**src/rtl/ir_led_guard.sv**
```systemverilog
`default_nettype none
// ============================================================================
// Module   : ir_led_guard
// Purpose  : IR LED on-time limiter with cooldown lockout and trip counter.
//            Optional status LED blinker enabled by IR_GUARD_STATUS_EN.
// Revision : 1.0 - initial release
// ============================================================================
module ir_led_guard #(
    parameter int MAX_HIGH_CYCLES = 512,
    parameter int COOLDOWN_CYCLES = 4096,
    parameter int BLINK_DIV       = 2**20
) (
    input  logic       clock_in,
    input  logic       reset_in,
    input  logic       enable_in,
    input  logic       fail_in,
    input  logic       ctc_in,
    output logic       led_out,
    output logic       tripped_out,
    output logic [7:0] trip_count_out,
    output logic       status_led_out
);

    localparam int c_HIGH_W = $clog2(MAX_HIGH_CYCLES + 1);
    localparam logic [c_HIGH_W-1:0] c_HIGH_MAX  = c_HIGH_W'(MAX_HIGH_CYCLES);
    localparam logic [15:0]         c_COOL_LOAD = 16'(COOLDOWN_CYCLES - 1);

    typedef enum logic [1:0] {
        S_IDLE     = 2'd0,
        S_WAIT_LOW = 2'd1,
        S_ARMED    = 2'd2,
        S_TRIPPED  = 2'd3
    } state_t;

    state_t              r_state;
    logic [c_HIGH_W-1:0] r_high_cnt;
    logic [15:0]         r_cool_cnt;
    logic                w_drive_ok;

    assign w_drive_ok = enable_in && !fail_in;

    always_ff @(posedge clock_in or posedge reset_in) begin
        if (reset_in) begin
            r_state        <= S_IDLE;
            led_out        <= 1'b0;
            tripped_out    <= 1'b0;
            trip_count_out <= 8'd0;
            r_high_cnt     <= '0;
            r_cool_cnt     <= 16'd0;
        end else begin
            case (r_state)
                S_IDLE: begin
                    led_out    <= 1'b0;
                    r_high_cnt <= '0;
                    if (w_drive_ok) begin
                        r_state     <= S_WAIT_LOW;
                        tripped_out <= 1'b1;
                    end else begin
                        tripped_out <= 1'b0;
                    end
                end
                S_WAIT_LOW: begin
                    led_out    <= 1'b0;
                    r_high_cnt <= '0;
                    if (!w_drive_ok) begin
                        r_state     <= S_IDLE;
                        tripped_out <= 1'b0;
                    end else if (!ctc_in) begin
                        // arm only on a low carrier so no truncated leading pulse escapes
                        r_state     <= S_ARMED;
                        tripped_out <= 1'b0;
                    end else begin
                        tripped_out <= 1'b1;
                    end
                end
                S_ARMED: begin
                    if (ctc_in && (r_high_cnt == c_HIGH_MAX)) begin
                        // trip outranks an enable drop in the same cycle
                        r_state     <= S_TRIPPED;
                        led_out     <= 1'b0;
                        r_high_cnt  <= '0;
                        r_cool_cnt  <= c_COOL_LOAD;
                        tripped_out <= 1'b1;
                        if (trip_count_out != 8'hFF)
                            trip_count_out <= trip_count_out + 8'd1;
                    end else if (!w_drive_ok) begin
                        r_state     <= S_IDLE;
                        led_out     <= 1'b0;
                        r_high_cnt  <= '0;
                        tripped_out <= 1'b0;
                    end else begin
                        led_out     <= ctc_in;
                        r_high_cnt  <= ctc_in ? (r_high_cnt + c_HIGH_W'(1)) : '0;
                        tripped_out <= 1'b0;
                    end
                end
                S_TRIPPED: begin
                    led_out    <= 1'b0;
                    r_high_cnt <= '0;
                    if (r_cool_cnt == 16'd0) begin
                        r_state     <= w_drive_ok ? S_WAIT_LOW : S_IDLE;
                        tripped_out <= w_drive_ok;
                    end else begin
                        r_cool_cnt  <= r_cool_cnt - 16'd1;
                        tripped_out <= 1'b1;
                    end
                end
                default: begin
                    r_state     <= S_IDLE;
                    led_out     <= 1'b0;
                    r_high_cnt  <= '0;
                    tripped_out <= 1'b0;
                end
            endcase
        end
    end

`ifdef IR_GUARD_STATUS_EN
    localparam int c_BLINK_W = $clog2(BLINK_DIV);
    localparam logic [c_BLINK_W-1:0] c_SLOW_LAST = c_BLINK_W'(BLINK_DIV - 1);
    localparam logic [c_BLINK_W-1:0] c_FAST_LAST = c_BLINK_W'(BLINK_DIV / 4 - 1);

    localparam logic [1:0] c_MODE_OFF  = 2'd0;
    localparam logic [1:0] c_MODE_SLOW = 2'd1;
    localparam logic [1:0] c_MODE_FAST = 2'd2;
    localparam logic [1:0] c_MODE_FAIL = 2'd3;

    logic [1:0]           w_mode;
    logic [1:0]           r_mode;
    logic [c_BLINK_W-1:0] r_blink_cnt;

    always_comb begin
        w_mode = c_MODE_OFF;
        if (fail_in)          w_mode = c_MODE_FAIL;
        else if (tripped_out) w_mode = c_MODE_FAST;
        else if (enable_in)   w_mode = c_MODE_SLOW;
    end

    always_ff @(posedge clock_in or posedge reset_in) begin
        if (reset_in) begin
            r_mode         <= c_MODE_OFF;
            r_blink_cnt    <= '0;
            status_led_out <= 1'b0;
        end else begin
            r_mode <= w_mode;
            if (w_mode != r_mode) begin
                // every mode entry restarts the blink phase from dark (or solid on fail)
                r_blink_cnt    <= '0;
                status_led_out <= (w_mode == c_MODE_FAIL);
            end else begin
                case (w_mode)
                    c_MODE_FAIL: status_led_out <= 1'b1;
                    c_MODE_FAST, c_MODE_SLOW: begin
                        if (r_blink_cnt == ((w_mode == c_MODE_FAST) ? c_FAST_LAST : c_SLOW_LAST)) begin
                            r_blink_cnt    <= '0;
                            status_led_out <= ~status_led_out;
                        end else begin
                            r_blink_cnt <= r_blink_cnt + c_BLINK_W'(1);
                        end
                    end
                    default: begin
                        r_blink_cnt    <= '0;
                        status_led_out <= 1'b0;
                    end
                endcase
            end
        end
    end
`else
    assign status_led_out = 1'b0;
`endif

endmodule
`default_nettype wire
```
**config.mk**
```make
export PLATFORM = sky130hd
export DESIGN_NAME = ir_led_guard
export DESIGN_NICKNAME = d
export VERILOG_FILES = /design/src/rtl/ir_led_guard.sv
export SDC_FILE = /design/constraint.sdc
export NUM_CORES = 1
export LEC_CHECK = 0
export ABC_AREA = 1
export CAP_MARGIN = 20
export CORE_AREA = 2 2 72 81
export DETAILED_ROUTE_END_ITERATION = 8
export DIE_AREA = 0 0 74 83
export HOLD_SLACK_MARGIN = 0.03
export PLACE_DENSITY_LB_ADDON = 0.1
export SLEW_MARGIN = 20
export SYNTH_ARGS = -nofsm -noshare
export SYNTH_HDL_FRONTEND = slang
export SYNTH_SLANG_ARGS = --single-unit
```
**constraint.sdc**
```tcl
create_clock -name clock_in -period 3.43 [get_ports clock_in]
set_input_delay 0.686 -clock clock_in [delete_from_list [all_inputs] [get_ports clock_in]]
set_output_delay 0.686 -clock clock_in [all_outputs]
set_load 0.03 [all_outputs]
```
==> Word level (Yosys, flattened, before mapping) <==
Index checks and enable logic that the tools add are counted.
{ "totals": {"regBits": 38, "inputBits": 5, "word_cells": 54} }
{ "classes": {"add_sub_neg": 3, "eq_ne": 11, "n_mux": 24, "reduce_logical": 10} }
{ "op_table": {"columns": ["operator", "n"], "rows": [
  ["$mux 16", 2],
  ["$pmux 16 s2", 1],
  ["$mux 10", 3],
  ["$pmux 10 s2", 1],
  ["$logic_not 16->1", 1],
  ["$sub 16x1->16 const B", 1],
  ["$mux 2", 6],
  ["$add 10x1->10 const B", 1],
  ["$eq 10x10->1 const B", 1],
  ["$add 8x1->8 const B", 1],
  ["$mux 1", 8],
  ["$ne 2x2->1 const B", 4],
  ["$ne 8x8->1 const B", 1],
  ["$pmux 2 s4", 1],
  ["$ne 3x3->1 const B", 2],
  ["$reduce_and 3->1", 2],
  ["$eq 2x2->1 const B", 2],
  ["$pmux 1 s4", 1],
  ["$reduce_and 4->1", 1],
  ["$reduce_or 3->1", 1],
  ["$eq 2x1->1 const B", 1],
  ["$logic_and 1x1->1", 2],
  ["$logic_not 2->1", 1],
  ["$pmux 1 s2", 1],
  ["other kinds (2)", 2]
]} }

==> Longest topological paths before layout <==
{ "logic_depth": {"depth_word": 5, "ltp_mapped": 10, "mapped_depth_nobuf": 10} }

==> Worst setup path after synthesis <==
Ideal clock, no wire load.
{ "synth_timing": {"path_kind": "input-to-reg", "startpoint": "in ctc_in", "endpoint": "reg trip_count_out[2]", "setup_ns": 0.119, "arrival_ns": 1.378, "t_required_ns": 3.311, "slack_ns": 1.933, "cell_stages": 7, "n_path_buf": 0, "cell_sequence": "nand4_1 -> nor2_1 -> nand3_1 -> inv_1 -> nand2_2 -> nand2_1 -> nand2_1"} }
{ "synth_via": {"elab_chain_len": 2} }
{ "synth_rtl": {"columns": ["element", "line", "rtl"], "rows": [
  ["start, declared", "17", "input logic ctc_in,"],
  ["$logic_and 1x1->1", "77", "if (ctc_in && (r_high_cnt == c_HIGH_MAX)) begin"],
  ["$reduce_and 3->1 (no line)", null, null],
  ["end signal, assigned", "85", "trip_count_out <= trip_count_out + 8'd1;"],
  ["end, declared", "20", "output logic [7:0] trip_count_out,"]
]} }
No other way between the ends.
A chain may end at the register's enable or synchronous reset.

==> Worst setup path in the final report <==
{ "layout_timing": {"startpoint": "reg trip_count_out[2]", "endpoint": "out trip_count_out[2]"} }
No word-level cell between the ends.

==> results.md <==
Min path:
- Along the worst hold path, the cell count comes to 1.
- In this run the most critical hold path is launched from r_high_cnt[0]$_DFF_PP0_.
- For hold timing, the worst endpoint is r_high_cnt[0]$_DFF_PP0_.
- In this run the worst hold path is classified as flip-flop to flip-flop.

Drt:
- In this run, the number of DRC markers left after iteration 0 of detailed routing was 52.
- The total wire length is 4690 um.
- In the routed layout, each cell is associated on average with a via count of 4.74.
- For this block, the via count after detailed routing is 1977.
- After detailed routing, the number of remaining DRC violations is 0.
- The first detailed-routing pass ran for 4 iterations.
- After detailed routing, the average wire length per cell comes to 11.2 um.
- The detail route stage leaves a number of antenna-violating nets equal to 0.

CTS:
- The TritonCTS clock tree is done.
- The number of clock buffers inserted by TritonCTS is 5.
- The H-tree depth is 2.
- The clock passes through at most 2 buffers.
- The tree built by TritonCTS fans out to 38 sinks.
- Buffers added to address setup during post-CTS repair amount to 0.
- The clock reaches the later pin of the worst-skew pair after 0.29 ns.
- Once the clock tree was built, the resizer swapped 0 gates to a different size.
- The cell chosen for the clock root is sky130_fd_sc_hd__clkbuf_8.
- The clock-pin slew reported for the worst setup and hold paths after clock tree synthesis is 0.08 ns.
- The cts-stage hold buffer count is 0.

Place:
- In this run, placement finished with an instance count of 409.
- The final weighted congestion of routability-driven global placement is 0.835.
- During placement, the flow inserted port buffers numbering 14.
- After legalization and detailed placement, the total HPWL measured 3530 um.

Timing:
- The maximum operating frequency is 465 MHz.
- For the final database, setup skew stands at 0.00518 ns.
- The final clock period utilization by the worst path is 0.627.
- Setup repair after global routing left no endpoint under its margin.
- The final period demand of the worst path is 2.15 ns.
- The final setup violation count is 0.
- The number of hold-slack violations in the final timing report is 0.
- The count of final max-slew check failures is 0.
- Setup total negative slack on the finished layout was measured at 0 ns.

Floorplan:
- The die height is 83 um.
- The placeable core region is 5290 um2.
- The initial core utilization is 0.440.
- Measured along the x axis, the die boundary spans 74 um.
- The cell row count is 28.
- The die area is 6140 um2.
- The count of boundary I/O pins is 16.

Worst setup path:
- The setup slack on the worst flop-to-flop path is 1.69 ns.
- The cell class contributing the biggest share of worst-path delay is buffers and inverters.
- The depth of the worst register-to-register path is 9.
- The critical path is of the flip-flop to primary output type.
- The end of the worst register-to-register path is r_cool_cnt[6]$_DFFE_PP0P_.
- The data arrival time of the worst path is 1.47 ns.
- The required arrival time at the worst endpoint is 2.74 ns.
- The kind of end point of the critical path is a primary output.
- The worst setup path is launched from a flip-flop.
- On the critical path, the stage with the largest delay is an instance of sky130_fd_sc_hd__clkdlybuf4s50_1.
- The maximum fanout along the worst path is 7.
- The critical path goes through clkdlybuf4s50_1.
- On the worst path, the slowest cell contributes a delay of 0.72 ns.
- The number of buffer and inverter instances along the worst setup path is 1.
- The beginning of the worst register-to-register path is r_high_cnt[0]$_DFF_PP0_.

Pwr:
- The part of the power in registers is 0.427.
- The share of total power in combinational logic is 0.233.
- The clock power share is 0.340.
- VDD sags by at most 0.220 mV.
- The internal power summed over all cells is 944 uW.
- Of the total power, the share spent switching nets is 0.318.
- For this design the total switching power over the nets is 441 uW.
- In this run the static leakage power is 1.27 nW.
- The total power density per cell area is 516 nW/um2.

Finish:
- The final layout contains 351 nets.
- The commonest non-fill, non-tap cell in the layout is sky130_fd_sc_hd__nand2_1.
- The area growth from synthesis to final layout is 15.2%.
- The finished layout holds 417 standard cells, fillers aside.
- Fill cells in the final layout number 540.
- Of the cells placed in the final design, the portion with a size suffix greater than 1 is 0.117.
- The library cells used most frequently in the layout, excluding fill and tap cells, are sky130_fd_sc_hd__nand2_1, sky130_fd_sc_hd__nor2_1, sky130_fd_sc_hd__dfrtp_1, sky130_fd_sc_hd__inv_1, sky130_fd_sc_hd__nand3_1.
- The number of inserted diodes is 0.

Global routing:
- The largest net degree at the start of global routing is 39.
- The met2 layer usage reported by global route is 0.300.
- The met3 routing resource usage after global routing is 0.0328.
- The overall fraction of global-route tracks in use is 0.175.
- The first global-routing pass estimated 8560 um of wire.
- The most crowded layer after global routing is met2.
- In the global route stage, met1 resource usage came out at 0.222.
- The total congestion overflow is 0.
- The number of global-route vias before repair was 1922.
- The initial antenna violation count was 0.

Synth:
- The dominant cell type by area after synthesis is sky130_fd_sc_hd__dfrtp_1.
- The fraction of synthesized cell area taken by the top area cell type is 0.408.
- The part of the Yosys area used for sequential elements is 0.408.
- By area the synthesized netlist is led by sky130_fd_sc_hd__dfrtp_1, sky130_fd_sc_hd__nand2_1, sky130_fd_sc_hd__nor2_1.
- The cell area after synthesis is 2330 um2.
- Synthesis produced a netlist with a net count of 332.
- For this run, the number of Yosys warnings is 0.
- The number of distinct library cell variants in the gate-level netlist after synthesis is 25.
- After synthesis the netlist holds a flip-flop and latch count of 38.
- The count of mapped cells out of synthesis is 322.
- The mean instance size in the synthesized netlist is 7.24 um2.

Job:
- The number of max-capacitance violations reported is 0.

Outcome:
- The run finished with clean final reports.
==> routing by layer <==
layer / part of all wire / vias to the layer above
met5: 0 / -
met2: 0.51 / 11
met1: 0.46 / 923
met3: 0.019 / 4
met4: 0.0085 / 0
li1: - / 1039
==> final cells by class <==
| type | count | area (um2) | area share |
|---|---|---|---|
| well taps | 75 | 93.8 | 0.0350 |
| repair buffers | 15 | 148 | 0.0550 |
| clock buffers | 6 | 82.6 | 0.0308 |
| clock inverters | 2 | 60.1 | 0.0224 |
| multi-input cells | 241 | 1200 | 0.447 |
| inverters | 40 | 150 | 0.0559 |
| flip-flops and latches | 38 | 951 | 0.354 |
==> metrics by stage <==
step	hold slack (ns)	power, mW	util	cell area, um2	worst slack (ns)
2_1_floorplan	0.432	0.848	-	2330	1.88
3_3_place_gp	0.456	0.922	0.480	2540	1.16
3_5_place_dp	0.448	0.929	0.480	2540	1.09
4_1_cts	0.467	1.41	0.507	2680	1.28
5_1_grt	0.502	1.49	0.507	2680	1.22
6_report	0.467	1.39	0.507	2680	1.28
==> cells in the mapped netlist <==
master and count:
sky130_fd_sc_hd__nand2_1 99, sky130_fd_sc_hd__nor2_1 47, sky130_fd_sc_hd__dfrtp_1 38, sky130_fd_sc_hd__inv_1 37, sky130_fd_sc_hd__nand3_1 26, sky130_fd_sc_hd__o21ai_2 10
sky130_fd_sc_hd__xor2_1 8, sky130_fd_sc_hd__nand2_2 7, sky130_fd_sc_hd__nand4_1 7, sky130_fd_sc_hd__nor2_2 7, sky130_fd_sc_hd__nor3_1 6, sky130_fd_sc_hd__ha_1 5
sky130_fd_sc_hd__xnor2_1 4, sky130_fd_sc_hd__a21oi_1 3, sky130_fd_sc_hd__inv_2 3, sky130_fd_sc_hd__o21ai_0 3, sky130_fd_sc_hd__buf_6 2, sky130_fd_sc_hd__nand2_4 2
sky130_fd_sc_hd__o21bai_1 2, sky130_fd_sc_hd__buf_4 1, sky130_fd_sc_hd__conb_1 1, sky130_fd_sc_hd__nand3_2 1, sky130_fd_sc_hd__nand3b_1 1, sky130_fd_sc_hd__nor3_2 1
sky130_fd_sc_hd__o21ai_1 1
==> worst max path at each step <==
stage,slack (ns),startpoint,endpoint,cells after the start
floorplan,1.88,reset_in,led_out$_DFF_PP0_,1
global placement,1.16,ctc_in,r_cool_cnt[5]$_DFFE_PP0P_,8
detailed placement,1.09,ctc_in,r_cool_cnt[6]$_DFFE_PP0P_,8
CTS,1.28,trip_count_out[2]$_DFFE_PP0P_,trip_count_out[2],1
global route,1.22,trip_count_out[2]$_DFFE_PP0P_,trip_count_out[2],1
finish,1.28,trip_count_out[2]$_DFFE_PP0P_,trip_count_out[2],1
==> power by group through the flow <==
stage / registers, mW / logic [mW] / clock network [mW]
5_1_grt: 0.603 / 0.377 / 0.506
3_5_place_dp: 0.602 / 0.327 / 0
2_1_floorplan: 0.579 / 0.269 / 0
3_3_place_gp: 0.601 / 0.321 / 0
4_1_cts: 0.593 / 0.329 / 0.485
6_report: 0.591 / 0.322 / 0.471
==> flip-flops by register name (all words and copies together) (netlist names) <==
| name | flops |
|---|---|
| led_out | 1 |
| r_cool_cnt | 16 |
| r_high_cnt | 10 |
| r_state | 2 |
| trip_count_out | 8 |
| tripped_out | 1 |
==> cells by family (layout without fill, tap and decap cells) <==
logic type,after synthesis,count (layout),synth area share
flip-flops,38,38,0.408
AO/OA/AOI/OAI,19,19,0.0591
XOR/XNOR,12,12,0.0451
adder cells (fa/ha/maj),5,5,0.0269
buffers and inverters,43,63,0.0773
AND/OR/NAND/NOR,204,204,0.382
other,1,1,0.00161
No activity file was read; power rests on OpenSTA's default activity.
==> patch 1: new RTL, same flow settings <==
The option `IR_GUARD_STATUS_EN` is turned on by a define.
--- a/src/rtl/ir_led_guard.sv
+++ b/src/rtl/ir_led_guard.sv
@@ -7,2 +7,4 @@
 // ============================================================================
+`define IR_GUARD_STATUS_EN
+
 module ir_led_guard #(
Behaviour: not the same (a bounded check fails within 4 cycles, from zero or initial values and one cycle with reset_in high).
==> patch 1 against the unedited design <==
  * Area after synthesis increased by 65%
  * Fmax decreased by 11%
  * Sequential cell count is 23 higher
  * Wire length grew 60%
  * Total power is 1.7% higher
  * Critical path depth rose by 12
  * Setup slack worse by 0.25 ns
  * Design area is 58% higher
  * Largest cell class unchanged
==> patch 1: results (changes against the unedited design) <==
- Met2 routed wirelength: 3740 um (+55%)
- Iteration-0 DRC Markers: 262 (+400%)
- H-tree depth: 3 (+1)
- Vias in the first global route: 3020 (+57%)
- Reg2reg start: r_cool_cnt[0]
- Via-to-Cell Ratio: 5.31 (+12%)
- Wl on met1: 3350 um (+56%)
- Worst R2R End: r_cool_cnt[0]
- Placed insts: 599 (+46%)
- Synth Instances: 512 (+59%)
- Setup WS pre-CTS: 0.715 ns (-0.378 ns)
- Worst endpoint data arrival time: 2.63 ns (+1.16 ns)
- Critical path's largest stage delay: 0.51 ns (-0.21 ns)
- Nets: 548 (+56%)
- Dpl cell area: 4050 um2 (+59%)
- First-pass GRT wire length: 13000 um (+51%)
- Met3 Resource Use GR: 0.0546 (+0.0218)
- Top delay family on crit path: simple AND/OR/NAND/NOR gates
- Clk_skew: 0.00758 ns (+0.00239 ns)
- Worst skew pair latency: 0.33 ns (+0.04 ns)
- Metal3 WL: 317 um (+250%)
- FF-to-FF setup slack: 1.32 ns (-0.37 ns)
- Routed wire length: 7500 um (+60%)
- Status: completed
- Yosys cell types: 37 (+48%)
- Drt pass-1 iters: 5 (+1)
- Post-DP HPWL: 5550 um (+57%)
- Tot GR Track Use: 0.266 (+0.0905)
- GR Util met1: 0.342 (+0.120)
- Top post-synthesis cells by count: 128 x nand2_1, 73 x inv_1, 66 x nor2_1
- Crit-path max FO: 15 (+8)
- Largest net degree at the start of global routing: 37 (-5.1%)
- Synth Net Count: 525 (+58%)
- WL per Instance: 12.2 um (+8.6%)
- Switching share of power: 0.239 (-0.0789)
- Clock transition at path regs: 0.07 ns
- CP max stage cell: clkdlybuf4s50_1
- Initial antenna violation count: 0 (unchanged)
- Number of buffers created by CTS: 9 (+4)
- Area contributors post-synth: dfrtp_1 40%, nand2_1 13%, inv_1 7.1%, nor2_1 6.4%, nand2_4 4.7%
- Share of cells above drive strength 1: 0.126 (+0.00920)
- Peak VDD IR: 0.337 mV (+53%)
- Fin Hold WS: 0.461 ns (-0.00667 ns)
- GPL Wtd Cong: 0.882 (+5.6%)
- Worst setup margin: 1.02 ns (-0.253 ns)
- Met2 usage: 0.439 (+0.140)
- Top flop regs: r_blink_cnt x20, r_cool_cnt x16, r_high_cnt x10
- Port Buffers: 15 (+1)
- Worst setup SP type: input pin
- Critical path startpoint: fail_in
- Crit path to: r_blink_cnt[5]
- Leakage power: 2.17 nW (+71%)
## patch 1: cell types whose count changed in the layout (fill, tap and decap cells not counted), sizes merged, moves of 9 or more
cell,delta
inv,+38
dfrtp,+23
nand4,+13
nand2,+43
nand3,+9
nor2,+29
## patch 1: final cells by class
cell class,count,area [um2]
clock inverter,6,55.1
inverter,78,293
fill,370,1060
multi-input combinational,368,1970
timing repair buffer,17,165
sequential,61,1530
tap,75,93.8
clock buffer,9,124
## patch 1: power by group through the flow
stage / Sequential, W / Combinational, W / Clock, W
after floorplan: 0.000743 / 0.0000649 / 0
after global placement: 0.000740 / 0.0000824 / 0
after detailed placement: 0.000740 / 0.0000845 / 0
after CTS: 0.000726 / 0.0000847 / 0.000611
after global routing: 0.000726 / 0.0000928 / 0.000646
final: 0.000727 / 0.0000833 / 0.000600
## patch 1: logic make-up after synthesis
family          count (synthesis)  synth area share
fa+ha+maj                       8            0.0261
simple gates                  318             0.414
buf+inv                        83            0.0895
flops                          61             0.397
compound gates                 29            0.0436
xor+xnor                       13            0.0296
==> patch 2: new RTL, config.mk and constraints unchanged <==
Made on the original files. The 4 states of `state_t` get a Gray code encoding in 2 bits.
--- a/src/rtl/ir_led_guard.sv
+++ b/src/rtl/ir_led_guard.sv
@@ -28,6 +28,6 @@
     typedef enum logic [1:0] {
-        S_IDLE     = 2'd0,
-        S_WAIT_LOW = 2'd1,
-        S_ARMED    = 2'd2,
-        S_TRIPPED  = 2'd3
+        S_IDLE     = 2'b00,
+        S_WAIT_LOW = 2'b01,
+        S_ARMED    = 2'b11,
+        S_TRIPPED  = 2'b10
     } state_t;
Function: same outputs for any inputs over 10 cycles, from zero or initial values and one cycle with reset_in high; not proved beyond that.
==> patch 2 against the unedited design <==
  * Clock skew is 0.0054 ns higher
  * Sequential cell count stayed put
  * Area after synthesis is 2.3% higher
  * Design area is 0.42% higher
  * Setup slack better by 0.019 ns
  * Highest routed layer unchanged
  * Worst hold slack worse by 0.0028 ns
  * Wire length is 3.8% higher
  * Critical endpoint is now trip_count_out[4]
  * Register-to-register slack hardly changed
Power is not compared: it rests on default switching activity, and its combinational part moved more than twofold at a synthesized area within 25%.
==> patch 2: results (changes against the unedited design) <==
- Status: completed
- Crit-path max FO: 6 (-1)
- Placed insts: 417 (+2.0%)
- Nets: 359 (+2.3%)
- Met3 Resource Use GR: 0.0340 (+0.00121)
- Share of cells above drive strength 1: 0.103 (-0.0141)
- GPL Wtd Cong: 0.768 (-8.1%)
- Fin cells: 425 (+1.9%)
- Overall power: 0.000838 W
- Met2 usage: 0.304 (+0.00406)
- Setup WS pre-CTS: 1.08 ns (-0.0144 ns)
- H-tree depth: 2 (unchanged)
- Met2 routed wirelength: 2450 um (+1.7%)
- Top post-synthesis cells by count: 98 x nand2_1, 49 x nor2_1, 39 x inv_1
- Vias: 2014 (+1.9%)
- Synth Net Count: 340 (+2.4%)
- Yosys cell types: 27 (+8.0%)
- Worst endpoint data arrival time: 1.45 ns (-0.02 ns)
- Dpl cell area: 2590 um2 (+1.9%)
- Tot GR Track Use: 0.181 (+0.00559)
- Routed wire length: 4870 um (+3.8%)
- First-pass GRT wire length: 8780 um (+2.7%)
- Iteration-0 DRC Markers: 81 (+56%)
- Post-DP HPWL: 3630 um (+3.0%)
- Clk_skew: 0.0106 ns (+0.00540 ns)
- Area contributors post-synth: dfrtp_1 40%, nand2_1 15%, nor2_1 7.7%, inv_1 6.1%, nand3_1 5.3%
- Synth Instances: 330 (+2.5%)
- Fillers: 541 (+0.19%)
## patch 2: cell type report
cell class              count  area [um2]  area share
flip-flops and latches     38         951       0.353
clock inverters             1        30.0      0.0111
repair buffers             16         155      0.0576
well taps                  75        93.8      0.0348
clock buffers               7        76.3      0.0283
multi-input cells         246        1230       0.456
inverters                  42         159      0.0590
## patch 2: worst paths after layout
path	startpoint	endpoint	slack (ns)	cells after the start
setup / recovery	trip_count_out[4]	trip_count_out[4]	1.30	1
hold / removal	r_high_cnt[0]	r_high_cnt[0]	0.46	1
setup reg to reg	r_high_cnt[0]	r_cool_cnt[12]	1.69	9
hold reg to reg	r_high_cnt[0]	r_high_cnt[0]	0.46	1
max in group asynchronous	reset_in	trip_count_out[3]	2.27	3
min in group asynchronous	reset_in	r_high_cnt[0]	0.81	3
## patch 2: cell families after synthesis
family	synth area share
DFF	0.399
other	0.00157
adders and majority gates	0.0263
AOI/OAI and AO/OA	0.0683
and+or+nand+nor	0.383
buffers and inverters	0.0846
xor gates and xnor gates	0.0368
